### src/rtl/muldiv_unit.sv
// muldiv_unit: iterative 32-step shift-add multiplier / restoring divider owning the HI/LO pair
module muldiv_unit #(
  parameter int XLEN = 32
) (
  input  logic              clk_cpu,
  input  logic              reset,
  input  logic              start,
  input  logic [2:0]        op,
  input  logic [XLEN-1:0]   src_rs,
  input  logic [XLEN-1:0]   src_rt,
  input  logic              flush,
  output logic              busy,
  output logic              done,
  output logic              dbz,
  output logic [2*XLEN-1:0] hilo_q
);
  typedef enum logic [1:0] {IDLE, CALC, FIX} state_t;
  state_t state, state_nx;
  logic [5:0] cnt;
  logic [XLEN-1:0] a, b, hi, lo;
  logic [2*XLEN-1:0] acc, acc_nx, prod;
  logic is_div, neg_q, neg_r;
  logic idle_ok, go, rs_neg, rt_neg, ge, dbz_now;
  logic [XLEN-1:0] abs_rs, abs_rt, diff, quo, rem, fix_hi, fix_lo;
  logic [XLEN:0] msum, rem_sh;
  assign idle_ok = state == IDLE && start && !flush;
  assign go      = idle_ok && !op[2];
  assign rs_neg  = !op[0] && src_rs[XLEN-1];
  assign rt_neg  = !op[0] && src_rt[XLEN-1];
  assign abs_rs  = rs_neg ? -src_rs : src_rs;
  assign abs_rt  = rt_neg ? -src_rt : src_rt;
  // Multiply keeps the multiplier in acc's low half and shifts the sum in from the top
  assign msum    = {1'b0, acc[2*XLEN-1:XLEN]} + {1'b0, acc[0] ? a : {XLEN{1'b0}}};
  assign rem_sh  = acc[2*XLEN-1:XLEN-1];
  assign ge      = rem_sh >= {1'b0, b};
  assign diff    = rem_sh[XLEN-1:0] - b;
  assign acc_nx  = is_div ? {ge ? diff : rem_sh[XLEN-1:0], acc[XLEN-2:0], ge}
                          : {msum, acc[XLEN-1:1]};
  assign prod    = neg_q ? -acc : acc;
  assign quo     = neg_q ? -acc[XLEN-1:0] : acc[XLEN-1:0];
  assign rem     = neg_r ? -acc[2*XLEN-1:XLEN] : acc[2*XLEN-1:XLEN];
  assign dbz_now = is_div && b == '0;
  // Negating the stored magnitude recovers the raw dividend for the divide-by-zero HI value
  assign fix_hi  = dbz_now ? (neg_r ? -a : a) : is_div ? rem : prod[2*XLEN-1:XLEN];
  assign fix_lo  = dbz_now ? {XLEN{1'b1}} : is_div ? quo : prod[XLEN-1:0];
  assign busy    = state != IDLE;
  assign hilo_q  = {hi, lo};
  always_comb begin
    state_nx = state;
    if (state == IDLE) state_nx = go ? CALC : IDLE;
    else if (flush) state_nx = IDLE;
    else if (state == CALC) state_nx = cnt == 6'd31 ? FIX : CALC;
    else state_nx = IDLE;
  end
  always_ff @(posedge clk_cpu or negedge reset)
    if (!reset) state <= IDLE;
    else state <= state_nx;
  always_ff @(posedge clk_cpu or negedge reset) begin
    if (!reset) begin
      cnt    <= '0;
      a      <= '0;
      b      <= '0;
      acc    <= '0;
      hi     <= '0;
      lo     <= '0;
      is_div <= 1'b0;
      neg_q  <= 1'b0;
      neg_r  <= 1'b0;
      done   <= 1'b0;
      dbz    <= 1'b0;
    end else begin
      done <= state == FIX && !flush;
      dbz  <= state == FIX && !flush && dbz_now;
      if (go) begin
        a      <= abs_rs;
        b      <= abs_rt;
        acc    <= {{XLEN{1'b0}}, op[1] ? abs_rs : abs_rt};
        is_div <= op[1];
        neg_q  <= rs_neg ^ rt_neg;
        neg_r  <= rs_neg;
        cnt    <= '0;
      end
      if (idle_ok && op == 3'd4) hi <= src_rs;
      if (idle_ok && op == 3'd5) lo <= src_rs;
      if (state == CALC) begin
        acc <= acc_nx;
        cnt <= cnt + 6'd1;
      end
      if (state == FIX && !flush) begin
        hi <= fix_hi;
        lo <= fix_lo;
      end
    end
  end
endmodule
### config.mk
export PLATFORM = sky130hd
export DESIGN_NAME = muldiv_unit
export DESIGN_NICKNAME = d
export VERILOG_FILES = /design/src/rtl/muldiv_unit.sv
export SDC_FILE = /design/constraint.sdc
export NUM_CORES = 1
export LEC_CHECK = 0
export BUFFER_PORTS_ARGS = -buffer_cell sky130_fd_sc_hd__buf_2
export CAP_MARGIN = 15
export CORE_AREA = 2 2 172 191
export DETAILED_ROUTE_END_ITERATION = 8
export DIE_AREA = 0 0 174 193
export MAX_ROUTING_LAYER = met4
export PLACE_DENSITY = 0.75
export SLEW_MARGIN = 20
export SYNTH_ARGS = -nofsm -noshare
export SYNTH_HDL_FRONTEND = slang
export SYNTH_SLANG_ARGS = --single-unit
### constraint.sdc
create_clock -name clk_cpu -period 9.9 [get_ports clk_cpu]
set_input_delay 0.99 -clock clk_cpu [delete_from_list [all_inputs] [get_ports clk_cpu]]
set_output_delay 0.99 -clock clk_cpu [all_outputs]
set_load 0.05 [all_outputs]
==> metrics.md, run 1 <==
| Metric | Value |
|---|---|
| Internal Power | 2.78 mW |
| Layout Nets | 2277 |
| Sw frac | 49.5% |
| Total wire length | 64.4 mm |
| R2R Path End | acc[57]$_DFFE_PN0P_ |
| Post-Synthesis Cells | about 2100 |
| Reg2Reg Launch Point | acc[0]$_DFFE_PN0P_ |
| Die area | 0.0336 mm2 |
| Worst Setup End Kind | register |
| Share of cells above drive strength 1 | 12.1% |
| Clock Latency Late Sink | approximately 0.56 ns |
| Fmax | about 250 MHz |
| Global-route wire length before repair | 96.6 mm |
| Ys async rst share | 100% |
| Final Cycle Share | 40.7% |
| Number of H-tree levels | 1 |
| Clk pin slew, worst setup/hold paths | ~0.07 ns |
| Post-layout util | 59.7% |
| Antenna cells | 0 |
| Largest net degree at the start of global routing | 109 |
| Die Wd | 174 um |
| Syn_nets | 2234 |
| # rows | 69 |
| IO buf count | 137 |
| Cell area after synthesis | 0.0172 mm2 |
| Flop-to-flop setup slack | 5.87 ns |
| Reg power frac | 28.6% |
| Worst setup path category | register to register |
| Status | complete, no violations |
| Final min period | 4.03 ns |
| Via count | ~17000 |
| Starting Density | a little over half |
| Simple-gate share of the synthesized area | between 10% and 20% |
| Hold buffers post-CTS | 0 |
| Min-Delay Path Class | register to register |
| Placed inst area | roughly 0.018 mm2 |
| Post-synth top area share | 29.8% |
| Largest family of logic cells by synthesized area | compound AO/OA/AOI/OAI gates |
| Worst EP arrival | 4.46 ns |
| Clock Sinks | 205 |
| Maximum VDD drop | 0.000184 V |
| Core area | 0.0318 mm2 |
| Setup tns final | 0 ns |
| Final setup fails | 0 |
| GRT Overall Usage | between 30% and 40% |
| Cts bufs inserted | 25 |
| Clock root cell | clkbuf_16 |
| R2R cell count | 14 |
| Max cap viols | 0 |
| Mux cell area share after synthesis | under 10% |
| Worst slew pin tran | 1.01 ns |
| Hold path start | b[9]$_DFFE_PN0P_ |
| Vias in the first global route | ~16000 |
| Vias per cell | 6.64 |
| Total number of yosys warnings | 0 |
| Post-CTS Setup Inserts | 0 |
| Crit path launch type | register |
| Psw | 2.73 mW |
| Io pins | 138 |
| Power Density | 291 mW/mm2 |
| Commonest non-fill, non-tap cell in the layout | dfrtp_1 |
| Share of total power in the clock network | between 10% and 20% |
| Unrepaired setup endpoints after global routing | false |
| Gpl congestion | 1.01 |
| Initial DRC count | approximately 2000 |
| Hold path depth | 2 |
| Leakage power | 8.37 nW |
| Hold Vio Cnt, Final | 0 |
| Commonest register cell after synthesis | dfrtp_1 |
| DRC | 0 |
| Cell variety after synth | 84 |
| Die height | 193 um |
| Compound-Gate Fraction of Synth Area | 24.9% |
| Adder-cell share of the synthesized area | 5.32% |
| Hold endpoint | b[9]$_DFFE_PN0P_ |
| TritonCTS clock tree | done |
| Skew final | approximately 0.034 ns |
| Post-DP HPWL | 49.4 mm |
| Post-route total power | around 5.5 mW |
| Fin area | 0.0190 mm2 |
| Post-route ant nets | 0 |
| Sequential share of the synthesized area | 29.8% |
| Grt total ovfl | 0 |
| Yosys reg bits | between 200 and 250 |
| Top cells by area, synth | dfrtp_1 30%, a21oi_1 5.4%, xnor2_1 5.3%, ha_1 5.1%, xor2_1 5.1% |
| Avg Synthesized Cell Area | 8.23 um2 |
| Commonest non-fill, non-tap cells in the layout | 204 x dfrtp_1, 192 x nand2_1, 186 x a21oi_1 |
| Initial antenna violation count | 0 |
| Share of total power in combinational logic | between 50% and 60% |
| Yosys top cell by area | dfrtp_1 |
| Req. time, crit path | ~10 ns |
| Number of synthesized flops with an enable pin | 0 |
| Final slew viol count | 0 |
| Drt wl/cell | 25.0 um |
| Max-slew headroom | between 30% and 40% |
| Cts repair resizes | 0 |
| Maximum clock insertion buffer count | 3 |
| Synth-to-layout area growth | 10.2% |
| CP max FO | 36 |
| Post-synthesis xor/xnor area fraction | 10.4% |
| TritonRoute pass-1 iters | 7 |
layout make-up:
| class | count | area (um2) |
|---|---|---|
| Fill cell | 2922 | 12800 |
| Inverter | 72 | 270 |
| Sequential cell | 205 | 5130 |
| Clock inverter | 7 | 109 |
| Multi-Input combinational cell | 1674 | 11300 |
| Clock buffer | 38 | 774 |
| Tap cell | 426 | 533 |
| Timing Repair Buffer | 156 | 841 |
critical path, stage by stage (launching register included):
cell	delay (ns)
dfrtp_1	0.95
inv_1	0.15
nor2_1	0.15
ha_1	0.17
inv_1	0.06
fa_1	0.41
nor2b_1	0.18
o2111ai_1	0.17
a211oi_1	0.36
o32ai_2	0.19
o211a_1	0.30
o21ai_1	0.22
a31oi_1	0.14
xnor2_1	0.15
a221o_1	0.32
cells by family after synthesis:
kind of cell	count (synthesis)
flip-flops	205
AO/OA/AOI/OAI	683
multiplexers	110
buffers and inverters	212
AND/OR/NAND/NOR	604
XOR/XNOR	205
adder cells (fa/ha/maj)	72
synth_stat cells, drive strengths merged, types with 36 or more instances:
cell,instances
nor4,36
clkbuf,109
xor2,100
nand2,193
xnor2,105
o21ai,188
inv,71
ha,70
and2,38
nor2,134
mux2i,85
dfrtp,205
a21oi,186
nand3,48
a211oi,49
stage by stage:
stage / instances / hold slack, ns / setup WS, ns
after floorplan: 2091 / 0.450 / 6.78
after global placement: 2533 / 0.470 / 6.02
after detailed placement: 2533 / 0.483 / 5.93
after CTS: 2578 / 0.496 / 5.90
after global routing: 2578 / 0.529 / 5.53
final: 2578 / 0.493 / 5.87
flip-flops by register name, indices dropped and copies added (netlist names):
signal / cells
is_div: 1
cnt: 6
acc: 64
lo: 32
neg_q: 1
hi: 32
a: 32
b: 32
dbz: 1
done: 1
state: 2
neg_r: 1
metal layers:
metal / vias to the layer above / routed length [um] / track usage [%]
li1: 7712 / - / -
met1: 8147 / 25900 / 49.9
met2: 1058 / 27900 / 57.8
met3: 203 / 6490 / 7.04
met4: 0 / 4120 / 21.0
met5: - / 0 / -
worst max path at each step:
stage / from / endpoint / slack, ns / cells past startpoint
after floorplan: acc[0]$_DFFE_PN0P_ / acc[57]$_DFFE_PN0P_ / 6.78 / 15
after global placement: acc[0]$_DFFE_PN0P_ / acc[57]$_DFFE_PN0P_ / 6.02 / 14
after detailed placement: acc[0]$_DFFE_PN0P_ / acc[57]$_DFFE_PN0P_ / 5.93 / 14
after CTS: acc[0]$_DFFE_PN0P_ / acc[57]$_DFFE_PN0P_ / 5.90 / 14
after global routing: acc[0]$_DFFE_PN0P_ / acc[57]$_DFFE_PN0P_ / 5.53 / 14
final: acc[0]$_DFFE_PN0P_ / acc[57]$_DFFE_PN0P_ / 5.87 / 14
power groups by stage:
stage,clock (mW),sequential [mW],combinational (mW)
floorplan,0,1.53,2.07
global placement,0,1.55,2.87
detailed placement,0,1.56,2.89
CTS,0.982,1.55,2.91
global route,1.02,1.60,3.21
finish,0.982,1.58,2.96
(Power assumes the default switching activity.)
==> run 2, diff against run 1 <==
--- a/config.mk
+++ b/config.mk
@@ -11,7 +11,7 @@
 export DETAILED_ROUTE_END_ITERATION = 8
 export DIE_AREA = 0 0 174 193
 export MAX_ROUTING_LAYER = met4
-export PLACE_DENSITY = 0.75
+export PLACE_DENSITY = 0.78
 export SLEW_MARGIN = 20
 export SYNTH_ARGS = -nofsm -noshare
 export SYNTH_HDL_FRONTEND = slang
==> constraint.sdc (replaced) <==
create_clock -name clk_cpu -period 3.6 [get_ports clk_cpu]
set_input_delay 0.36 -clock clk_cpu [delete_from_list [all_inputs] [get_ports clk_cpu]]
set_output_delay 0.36 -clock clk_cpu [all_outputs]
set_load 0.05 [all_outputs]
==> run 2 against run 1 <==
Against the previous run: via count increased by 0.92%; sequential power grew to 2.5 times the previous value; critical path depth unchanged; clock power grew to 2.8 times the previous value; largest cell class unchanged; final cell count rose by 2.1%; combinational power rose to 3.0 times the previous value; clock skew decreased by 0.0072 ns; register-to-register slack got worse by 5.7 ns; die area unchanged; critical path type unchanged; final area increased by 2.6%; total power rose to 2.8 times the previous value.
==> metrics.md, run 2 (synthesis results as in run 1) <==
| Metric | Value |
|---|---|
| Status | complete, no violations |
| Initial antenna violation count | 0 (unchanged) |
| Gpl congestion | 1.03 (+1.9%) |
| Clock root cell | clkbuf_16 |
| Final min period | 3.40 ns (-0.634 ns) |
| Clk pin slew, worst setup/hold paths | 0.06 ns (about the same) |
| Largest Register | acc |
| IO buf count | 137 (unchanged) |
| Met1 usage in global routing | 49.4% (-0.52 points) |
| Number of flip-flops in the largest register | 64 (unchanged) |
| Core area | 0.0318 mm2 (unchanged) |
| Max-slew headroom | 41.3% (+8.4 points) |
| DP Worst Slack | 0.168 ns (-5.76 ns) |
| Vias per cell | 6.57 (-1.1%) |
| Worst EP arrival | 3.80 ns (-0.66 ns) |
| Post-DP HPWL | 51.1 mm (+3.5%) |
| TritonCTS clock tree | done |
| Global-route wire length before repair | 98.7 mm (+2.2%) |
| Power Density | 807 mW/mm2 (+180%) |
| Die Wd | 174 um (unchanged) |
| Min-Delay Path Class | input pin to register |
| Synth-to-layout area growth | 13.1% |
| Grt total ovfl | 0 (unchanged) |
| Initial DRC count | 1965 (-3.8%) |
| Reg area | 0.00513 mm2 (about the same) |
| Final setup fails | 0 (unchanged) |
| Filler Cell Count | 2856 (-2.3%) |
| Total wire length | 66.2 mm (+2.8%) |
| Drt wl/cell | 25.2 um (+0.70%) |
| Maximum VDD drop | 0.000584 V (+220%) |
| Max cap viols | 0 (unchanged) |
| Busiest grt layer | met2 |
| Die height | 193 um (unchanged) |
| Setup tns final | 0 ns (unchanged) |
| Worst hold slack | 0.0668 ns (-0.426 ns) |
| Fmax | 294 MHz (+19%) |
| Worst slew pin tran | 0.880 ns (-0.126 ns) |
| Req. time, crit path | 4.01 ns (-6.32 ns) |
| Via count | 17278 (+0.92%) |
| Setup ws final | 0.204 ns (-5.67 ns) |
| Largest net degree at the start of global routing | 87 (-20%) |
| Hold Vio Cnt, Final | 0 (unchanged) |
| Clock Latency Late Sink | 0.55 ns (about the same) |
| Commonest non-fill, non-tap cells in the layout | 204 x dfrtp_1, 192 x nand2_1, 186 x a21oi_1 |
| Worst setup path category | register to register |
| GRT Overall Usage | 39.8% (+1.1 points) |
| Met2 usage | 61.8% (+4.0 points) |
| Final Cycle Share | 94.3% (+54 points) |
| Io pins | 138 (unchanged) |
| Met3 usage | 7.12% (+0.078 points) |
| DRC | 0 (unchanged) |
| Post-route total power | 15.7 mW (+180%) |
| CP max FO | 5 (-86%) |
| Cts bufs inserted | 24 (-4.0%) |
| # rows | 69 (unchanged) |
| Post-route ant nets | 0 (unchanged) |
| Starting Density | 54.1% (unchanged) |
| Commonest non-fill, non-tap cell in the layout | dfrtp_1 |
| Worst Setup End Kind | register |
| Unrepaired setup endpoints after global routing | false |
| Crit path launch type | register |
| Final slew viol count | 0 (unchanged) |
| Share of cells above drive strength 1 | 14.3% (+2.1 points) |
| TritonRoute pass-1 iters | 5 (-2) |
| Vias in the first global route | 15981 (+1.0%) |
| Die area | 0.0336 mm2 (unchanged) |
| Multi-input gate area | 0.0113 mm2 (+0.15%) |
| Maximum clock insertion buffer count | 3 (unchanged) |
| Skew final | 0.0269 ns (-0.00721 ns) |
| Post-CTS Setup Inserts | 0 (unchanged) |
| Clock Sinks | 205 (unchanged) |
| Leakage power | 8.64 nW (+3.3%) |
| Layout Nets | 2328 (+2.2%) |
| Number of H-tree levels | 1 (unchanged) |
==> run 2: cell type report <==
class | instances | share of cell area, %
Antenna cell | 2 | 0.0257
Clock buffer | 30 | 3.31
Clock inverter | 14 | 1.23
Inverter | 72 | 1.39
Multi-Input combinational cell | 1674 | 58.2
Sequential cell | 205 | 26.4
Tap cell | 426 | 2.74
Timing Repair Buffer | 208 | 6.75
==> run 2: worst paths after layout <==
check	cells after the start	slack (ns)	start	end
worst max-delay path	14	0.20	a[0]$_DFFE_PN0P_	acc[57]$_DFFE_PN0P_
worst min-delay path	2	0.07	flush	state[1]$_DFF_PN0_
worst max register to register	14	0.20	a[0]$_DFFE_PN0P_	acc[57]$_DFFE_PN0P_
worst min register to register	1	0.49	cnt[5]$_DFFE_PN0P_	state[1]$_DFF_PN0_
max in group asynchronous	3	2.31	reset	hi[4]$_DFFE_PN0P_
min in group asynchronous	2	0.44	reset	acc[59]$_DFFE_PN0P_
==> run 2: where the power goes <==
part | switching, mW | internal [mW] | leakage [nW] | total [mW]
clock network | 1.06 | 1.70 | 0.423 | 2.76
registers | 1.02 | 2.95 | 2.53 | 3.97
logic | 5.65 | 3.32 | 5.69 | 8.97
==> run 2: metal layers <==
metal  up-vias  part of all wire (%)
li1       7839                     -
met1      8275                    39
met2       961                    45
met3       203                   9.2
met4         0                   6.8
met5         -                     0
==> run 2: what timing repair did <==
item,4_1_cts,5_1_grt
resized for setup,0,3
endpoints found under the setup margin,0,9
hold endpoints to repair,83,0
hold buffers,1,0
==> run 2: worst max-delay path, cell delays in order (launching register included) <==
cell and delay [ns]:
dfrtp_1 0.41, inv_1 0.10, nor2_1 0.17, ha_1 0.20, inv_1 0.06, fa_1 0.39, nor2b_1 0.19, o2111ai_1 0.19
a211oi_2 0.28, o32ai_2 0.18, o211a_1 0.32, o21ai_2 0.18, a31oi_1 0.12, xnor2_1 0.15, a221o_1 0.31
==> run 2: per-stage QoR <==
| step | utilization [%] | cell area (um2) | instances |
|---|---|---|---|
| final | 61.2 | 19500 | 2631 |
| after floorplan | - | 17200 | 2091 |
| after CTS | 61.2 | 19400 | 2629 |
| after global routing | 61.2 | 19400 | 2629 |
| after detailed placement | 58.4 | 18500 | 2584 |
| after global placement | 58.3 | 18500 | 2583 |
